$ cat config.mk
export PLATFORM = sky130hd
export DESIGN_NAME = adder_tree_accum
export DESIGN_NICKNAME = d
export VERILOG_FILES = /design/src/rtl/adder_tree_accum.sv
export SDC_FILE = /design/constraint.sdc
export NUM_CORES = 1
export LEC_CHECK = 0
export BUFFER_PORTS_ARGS = -buffer_cell sky130_fd_sc_hd__buf_2
export CORE_MARGIN = 4
export CORE_UTILIZATION = 60
export CTS_CLUSTER_SIZE = 16
export DETAILED_ROUTE_END_ITERATION = 12
export PLACE_DENSITY = 0.89
export SETUP_SLACK_MARGIN = 0.05
export SYNTH_ARGS = -nofsm -noshare
export SYNTH_HDL_FRONTEND = slang
export SYNTH_SLANG_ARGS = --single-unit
export TNS_END_PERCENT = 20
$ cat constraint.sdc
create_clock -name clk -period 5.15 [get_ports clk]
set_input_delay 1.03 -clock clk [delete_from_list [all_inputs] [get_ports clk]]
set_output_delay 1.03 -clock clk [all_outputs]
set_load 0.005 [all_outputs]
$ cat src/rtl/adder_tree_accum.sv
// Frame accumulator behind the 2-level adder tree: sums frame_len beats and hands off total/count/overflow.
// Build option ADDER_ACCUM_SATURATE_EN clamps the accumulator to all-ones on carry-out instead of wrapping.
module adder_tree_accum #(
  parameter int ADDER_WIDTH = 21,
  parameter int ACC_WIDTH   = 32,
  parameter int COUNT_WIDTH = 8
) (
  input  logic                   clk,
  input  logic                   rst,
  input  logic                   in_valid,
  output logic                   in_ready,
  input  logic [ADDER_WIDTH:0]   in_sum,
  input  logic [COUNT_WIDTH-1:0] frame_len,
  output logic                   out_valid,
  input  logic                   out_ready,
  output logic [ACC_WIDTH-1:0]   out_acc,
  output logic [COUNT_WIDTH-1:0] out_count,
  output logic                   overflow
);

  generate
    if (ACC_WIDTH < ADDER_WIDTH + 1) begin : g_bad_width
      $error("adder_tree_accum: ACC_WIDTH must be >= ADDER_WIDTH+1");
    end
  endgenerate

  typedef enum logic [1:0] {
    IDLE,
    ACCUM,
    DONE
  } state_t;

  state_t                 r_state;
  state_t                 w_next;
  logic [ACC_WIDTH-1:0]   r_acc;
  logic [COUNT_WIDTH-1:0] r_cnt;
  logic [COUNT_WIDTH-1:0] r_len;
  logic                   r_overflow;

  logic                   w_accept;
  logic [ACC_WIDTH-1:0]   w_inExt;
  logic [ACC_WIDTH:0]     w_sum;
  logic [COUNT_WIDTH-1:0] w_cntInc;
  logic [COUNT_WIDTH-1:0] w_lenFirst;

  assign w_accept   = in_valid & in_ready;
  assign w_inExt    = ACC_WIDTH'(in_sum);
  assign w_sum      = {1'b0, r_acc} + {1'b0, w_inExt};
  assign w_cntInc   = r_cnt + COUNT_WIDTH'(1);
  // A zero frame length would never terminate, so it is promoted to a single beat.
  assign w_lenFirst = (frame_len == '0) ? COUNT_WIDTH'(1) : frame_len;

  always_comb begin
    w_next    = r_state;
    in_ready  = 1'b0;
    out_valid = 1'b0;
    case (r_state)
      IDLE: begin
        in_ready = ~rst;
        if (w_accept) begin
          w_next = (w_lenFirst == COUNT_WIDTH'(1)) ? DONE : ACCUM;
        end
      end
      ACCUM: begin
        in_ready = ~rst;
        if (w_accept && (w_cntInc == r_len)) begin
          w_next = DONE;
        end
      end
      DONE: begin
        out_valid = 1'b1;
        if (out_ready) begin
          w_next = IDLE;
        end
      end
      default: w_next = IDLE;
    endcase
  end

  always_ff @(posedge clk) begin
    if (rst) begin
      r_state    <= IDLE;
      r_acc      <= '0;
      r_cnt      <= '0;
      r_len      <= '0;
      r_overflow <= 1'b0;
    end else begin
      r_state <= w_next;
      if (w_accept && r_state == IDLE) begin
        r_acc      <= w_inExt;
        r_cnt      <= COUNT_WIDTH'(1);
        r_len      <= w_lenFirst;
        r_overflow <= 1'b0;
      end else if (w_accept && r_state == ACCUM) begin
        r_cnt      <= w_cntInc;
        r_overflow <= r_overflow | w_sum[ACC_WIDTH];
`ifdef ADDER_ACCUM_SATURATE_EN
        // Once the frame has overflowed the total is pinned at full scale.
        if (r_overflow | w_sum[ACC_WIDTH]) begin
          r_acc <= '1;
        end else begin
          r_acc <= w_sum[ACC_WIDTH-1:0];
        end
`else
        r_acc <= w_sum[ACC_WIDTH-1:0];
`endif
      end
    end
  end

  assign out_acc   = r_acc;
  assign out_count = r_cnt;
  assign overflow  = r_overflow;

endmodule

# --- After elaboration in Yosys (flattened, before gate mapping) ---
# Index checks and enable logic that the tools add are counted.
totals:
  romBits: 0
  input_bits: 34
  memories: 0
  out_inout_bits: 43
  register_bits: 51
  ramBits: 0
  latchBits: 0
  wordCells: 40
classes:
  n_mux: 12
  reduce_logical: 9
  multipliers: 0
  shifts: 0
  addsub: 2
  n_bitwise: 3
  n_div: 0
  order_cmp: 0
  n_eq_ne: 7
ops:
  columns: ["cell", "count"]
  rows:
  - ["2-to-1 mux 22 bit", 2]
  - ["adder 32 x 22 -> 33 bit", 1]
  - ["adder 8 x 1 -> 8 bit (second input constant)", 1]
  - ["== test 8 x 1 -> 1 bit (second input constant)", 1]
  - ["== test 8 bit", 1]
  - ["zero test 8 bit", 1]
  - ["2-to-1 mux 2 bit", 4]
  - ["2-to-1 mux 8 bit", 1]
  - ["inequality test 2 bit (second input constant)", 3]
  - ["one-hot mux 2 bit (3 select lines)", 1]
  - ["2-to-1 mux 1 bit", 4]
  - ["OR reduction 2 bit", 2]
  - ["logical AND 1 bit", 3]
  - ["AND reduction 3 bit", 1]
  - ["== test 2 x 1 -> 1 bit (second input constant)", 1]
  - ["== test 2 bit (second input constant)", 1]
  - ["zero test 2 bit", 1]
  - ["nonzero test 2 bit", 1]
  - ["AND 1 bit", 1]
  - ["NOT 1 bit", 1]
  - ["bitwise OR 1 bit", 1]

# --- Depth between registers and ports, before layout ---
logic_depth:
  ltp_word: 7
  mapped_depth: 9

# --- Worst setup path before layout ---
# OpenSTA, ideal clock, no wires.
synth_path:
  kind: "input -> register"
  startpoint: "input in_sum[0]"
  endpoint: "register r_acc[20], in the netlist out_acc[20]"
  cell_stages: 9
  arrival_time_ns: 3.085
  path_buffers: 0
  path_slack_ns: 1.934
  path_cell_list: "ha_1 > fa_1 > a21o_1 > a221oi_2 > o221a_4 > o211ai_1 > a221oi_2 > xor2_1 > o22ai_1"
synth_between:
  elab_chain_len: 3
synth_lines:
  columns: ["item", "line", "text"]
  rows:
  - ["start, declared", "12", "input logic [ADDER_WIDTH:0] in_sum,"]
  - ["adder 32 x 22 -> 33 bit", "48", "assign w_sum = {1'b0, r_acc} + {1'b0, w_inExt};"]
  - ["2-to-1 mux 22 bit", "94", "end else if (w_accept && r_state == ACCUM) begin"]
  - ["2-to-1 mux 22 bit", "89", "if (w_accept && r_state == IDLE) begin"]
  - ["end signal, assigned", "90", "r_acc <= w_inExt;"]
  - ["end signal, assigned", "105", "r_acc <= w_sum[ACC_WIDTH-1:0];"]
  - ["end, declared", "35", "logic [ACC_WIDTH-1:0] r_acc;"]
# No other way between the ends. The select of a mux whose other input is x is not followed.
# A chain may end at the register's enable or synchronous reset.

# --- Worst setup path after layout ---
# Ends and elaborated chain as after synthesis.

==> run_results.csv <==
group,metric,value,unit
run_status,status,"complete, no violations",
synth,ys_ff_latch,51,
clock_network,cts.sinks,51,
finish,layout_common_cells,"buf_2, nand2_1, dfxtp_1",
worst_hold_path,hp-class,"reg2reg",
clock_network,postCtsHoldBufs,0,
die,dieArea,7260,µm²
detailed_routing,antenna_left,0,
worst_setup_path,path_delay_family,"compound AO/OA/AOI/OAI gates",
worst_setup_path,worstPathRequired,5.32,ns
sta,fin_crit,3.18,ns
grt,overflow,0,
worst_setup_path,start_kind,"input pin",
synth,ys_seq_area_frac,0.286,
power,p_sw,327,µW
grt,grtUsageMet2,0.424,
finish,layout.cells.non_filler,589,
detailed_routing,drt_iter0_drc,252,
sta,hold-worst-slack,0.477,ns
worst_setup_path,worstPathMaxFanout,6,
sta,clock.fmax,0.314,GHz
power,peakVddDrop,0.171,mV
placed_design,hpwl,6.80,mm
worst_setup_path,critical_path_depth,10,
sta,final_hold_viol_count,0,
detailed_routing,vias_per_cell,6.13,
grt,grt_use_met1,0.345,
sta,setup_tns,0,ns
power,p_int,679,µW
detailed_routing,drt_wl_total,9.18,mm
placed_design,pre_cts_slack,1.64,ns
worst_setup_path,worstSetupPathType,"in2reg",
die,die_h,85.2,µm
clock_network,insertion_delay,0.31,ns
synth,ys.flop_type,"dfxtp_1",
run,drv_cap,0,
finish,n_antenna_cell,0,
detailed_routing,wire_per_inst,15.6,µm
detailed_routing,drc,0,
clock_network,cts-root-buf,"clkbuf_8",
synth,syn-num-nets,507,
sta,skew,0.00784,ns
sta,slew_violations,0,
sta,maxSlewHeadroom,0.455,
power,p_leak,1.82,nW
finish,synthToLayoutAreaGrowth,14.7,%
sta,setup_ws,1.97,ns
grt,grt_max_degree,41,
finish,fin_nets,575,
grt,top_usage_layer,"met2",
synth,postSynthCellCount,449,
die,ioPinCount,77,
worst_setup_path,path_buf_inv,1,
synth,synth_warnings,0,
power,powerDensity,245,nW/µm²
worst_hold_path,whs_path_depth,2,
sta,setup_violations,0,
sta,min_period_over_period,0.618,
grt,grt_util_met3,0.0359,
placed_design,gp_congestion,0.899,
detailed_routing,drt-pass1-iter-count,5,
synth,synth_area,3570,µm²
worst_setup_path,cp_slowest_cell,"fa_1",
grt,grt_pass1_wl,15.7,mm
power,switching_share,0.325,
die,rows,27,
worst_setup_path,worstSetupEndpointType,"flop",
worst_setup_path,path_common_cell,"a221oi_2",
power,clockPowerShare,0.281,
placed_design,place_inst,582,
placed_design,place.port_buffers,76,
synth,async_reset_ff_frac,0,
finish,drive_gt1_frac,0.184,
detailed_routing,num_vias,3611,
grt,antenna_found_initial,0,
finish,final_common_cell,"buf_2",
clock_network,numCtsBuffers,5,
worst_setup_path,rr_worst_depth,9,
clock_network,clk_pin_slew,0.10,ns
clock_network,cts_buffer_depth,2,
power,power_frac_comb,0.290,
power,pwr-share-seq,0.428,
sta,rsz0062_at_grt,"no",
grt,grtUsageTotal,0.254,
sta,tightest_slew,0.818,ns
die,coreArea,5640,µm²
worst_setup_path,arrival,3.35,ns
clock_network,cts_setup_buffers,0,
worst_setup_path,slowest_delay,0.41,ns
synth,postSynthAreaPerCell,7.96,µm²
die,die_x,85.2,µm
grt,first_global_vias,3414,
clock_network,cts_tree,"done",
synth,synth_cell_types,55,
clock_network,cts_max_level,2,
worst_setup_path,crit_chain,"buf_2 > ha_1 > fa_1 > a21o_1 > a221oi_2 > o221a_4 > o211ai_1 > a221oi_2 > xor2_1 > o22ai_1",
clock_network,post_cts_resized,0,
synth,synth_enable_flop_cells,0,
die,start_util,0.634,
[path summary, 6_finish.rpt]
path / startpoint / slack, ns / to
worst max-delay path: in_sum[0] / 1.97 / out_acc[20]$_SDFFE_PP0P_
worst max register to register: out_acc[0]$_SDFFE_PP0P_ / 2.47 / out_acc[20]$_SDFFE_PP0P_
worst min-delay path: r_len[5]$_SDFFE_PP0P_ / 0.48 / r_len[5]$_SDFFE_PP0P_
worst min register to register: r_len[5]$_SDFFE_PP0P_ / 0.48 / r_len[5]$_SDFFE_PP0P_
[cell type report]
| cell class | instances | area (µm²) |
|---|---|---|
| timing repair buffer | 79 | 403 |
| sequential | 51 | 1020 |
| clock inverter | 2 | 37.5 |
| tap | 72 | 90.1 |
| fill | 444 | 1540 |
| inverter | 7 | 26.3 |
| clock buffer | 5 | 68.8 |
| multi-input combinational | 373 | 2450 |
[layer usage]
| metal | vias up | wire length, µm |
|---|---|---|
| li1 | 1784 | - |
| met2 | 150 | 4340 |
| met1 | 1666 | 4020 |
| met5 | - | 0 |
| met3 | 11 | 746 |
| met4 | 0 | 72 |
[logic make-up after synthesis]
| family | share of synthesized area |
|---|---|
| adders and majority gates | 0.0861 |
| DFF | 0.286 |
| muxes | 0.0476 |
| xor gates and xnor gates | 0.0784 |
| buffers and inverters | 0.0277 |
| AOI/OAI and AO/OA | 0.246 |
| and+or+nand+nor | 0.228 |
[flip-flops by register name, indices dropped and copies added, names as in the netlist]
name       count
out_acc       32
out_count      8
r_len          8
r_state        2
overflow       1
[worst min-delay path: cells and delay by family, from the launching register on]
kind / cells / cell delay (ns)
simple gates: 1 / 0.05
flops: 1 / 0.33
compound gates: 1 / 0.05
[stage by stage]
step / util / cell area (µm²) / power, mW
finish: 0.727 / 4100 / 1.01
floorplan: - / 3570 / 0.651
global placement: 0.708 / 4000 / 0.720
global route: 0.727 / 4100 / 1.06
detailed placement: 0.708 / 4000 / 0.729
CTS: 0.727 / 4100 / 1.01
[synth_stat cells, drive strengths merged, types with 7 or more instances]
cell type | count | area share
a211oi | 15 | 0.032
a21oi | 42 | 0.059
clkbuf | 13 | 0.014
dfxtp | 51 | 0.29
ha | 23 | 0.081
inv | 7 | 0.0074
mux2i | 17 | 0.048
nand2 | 55 | 0.058
nand3 | 12 | 0.017
nor2 | 45 | 0.047
nor3 | 14 | 0.022
o21ai | 26 | 0.036
or3 | 7 | 0.012
xnor2 | 21 | 0.051
xor2 | 11 | 0.027
[power groups by stage]
| stage | registers (mW) | logic (mW) | clock network (mW) |
|---|---|---|---|
| 6_report | 0.431 | 0.292 | 0.283 |
| 5_1_grt | 0.434 | 0.327 | 0.301 |
| 4_1_cts | 0.431 | 0.290 | 0.288 |
| 3_5_place_dp | 0.440 | 0.289 | 0 |
| 3_3_place_gp | 0.439 | 0.281 | 0 |
| 2_1_floorplan | 0.437 | 0.214 | 0 |
(Power assumes the default switching activity.)
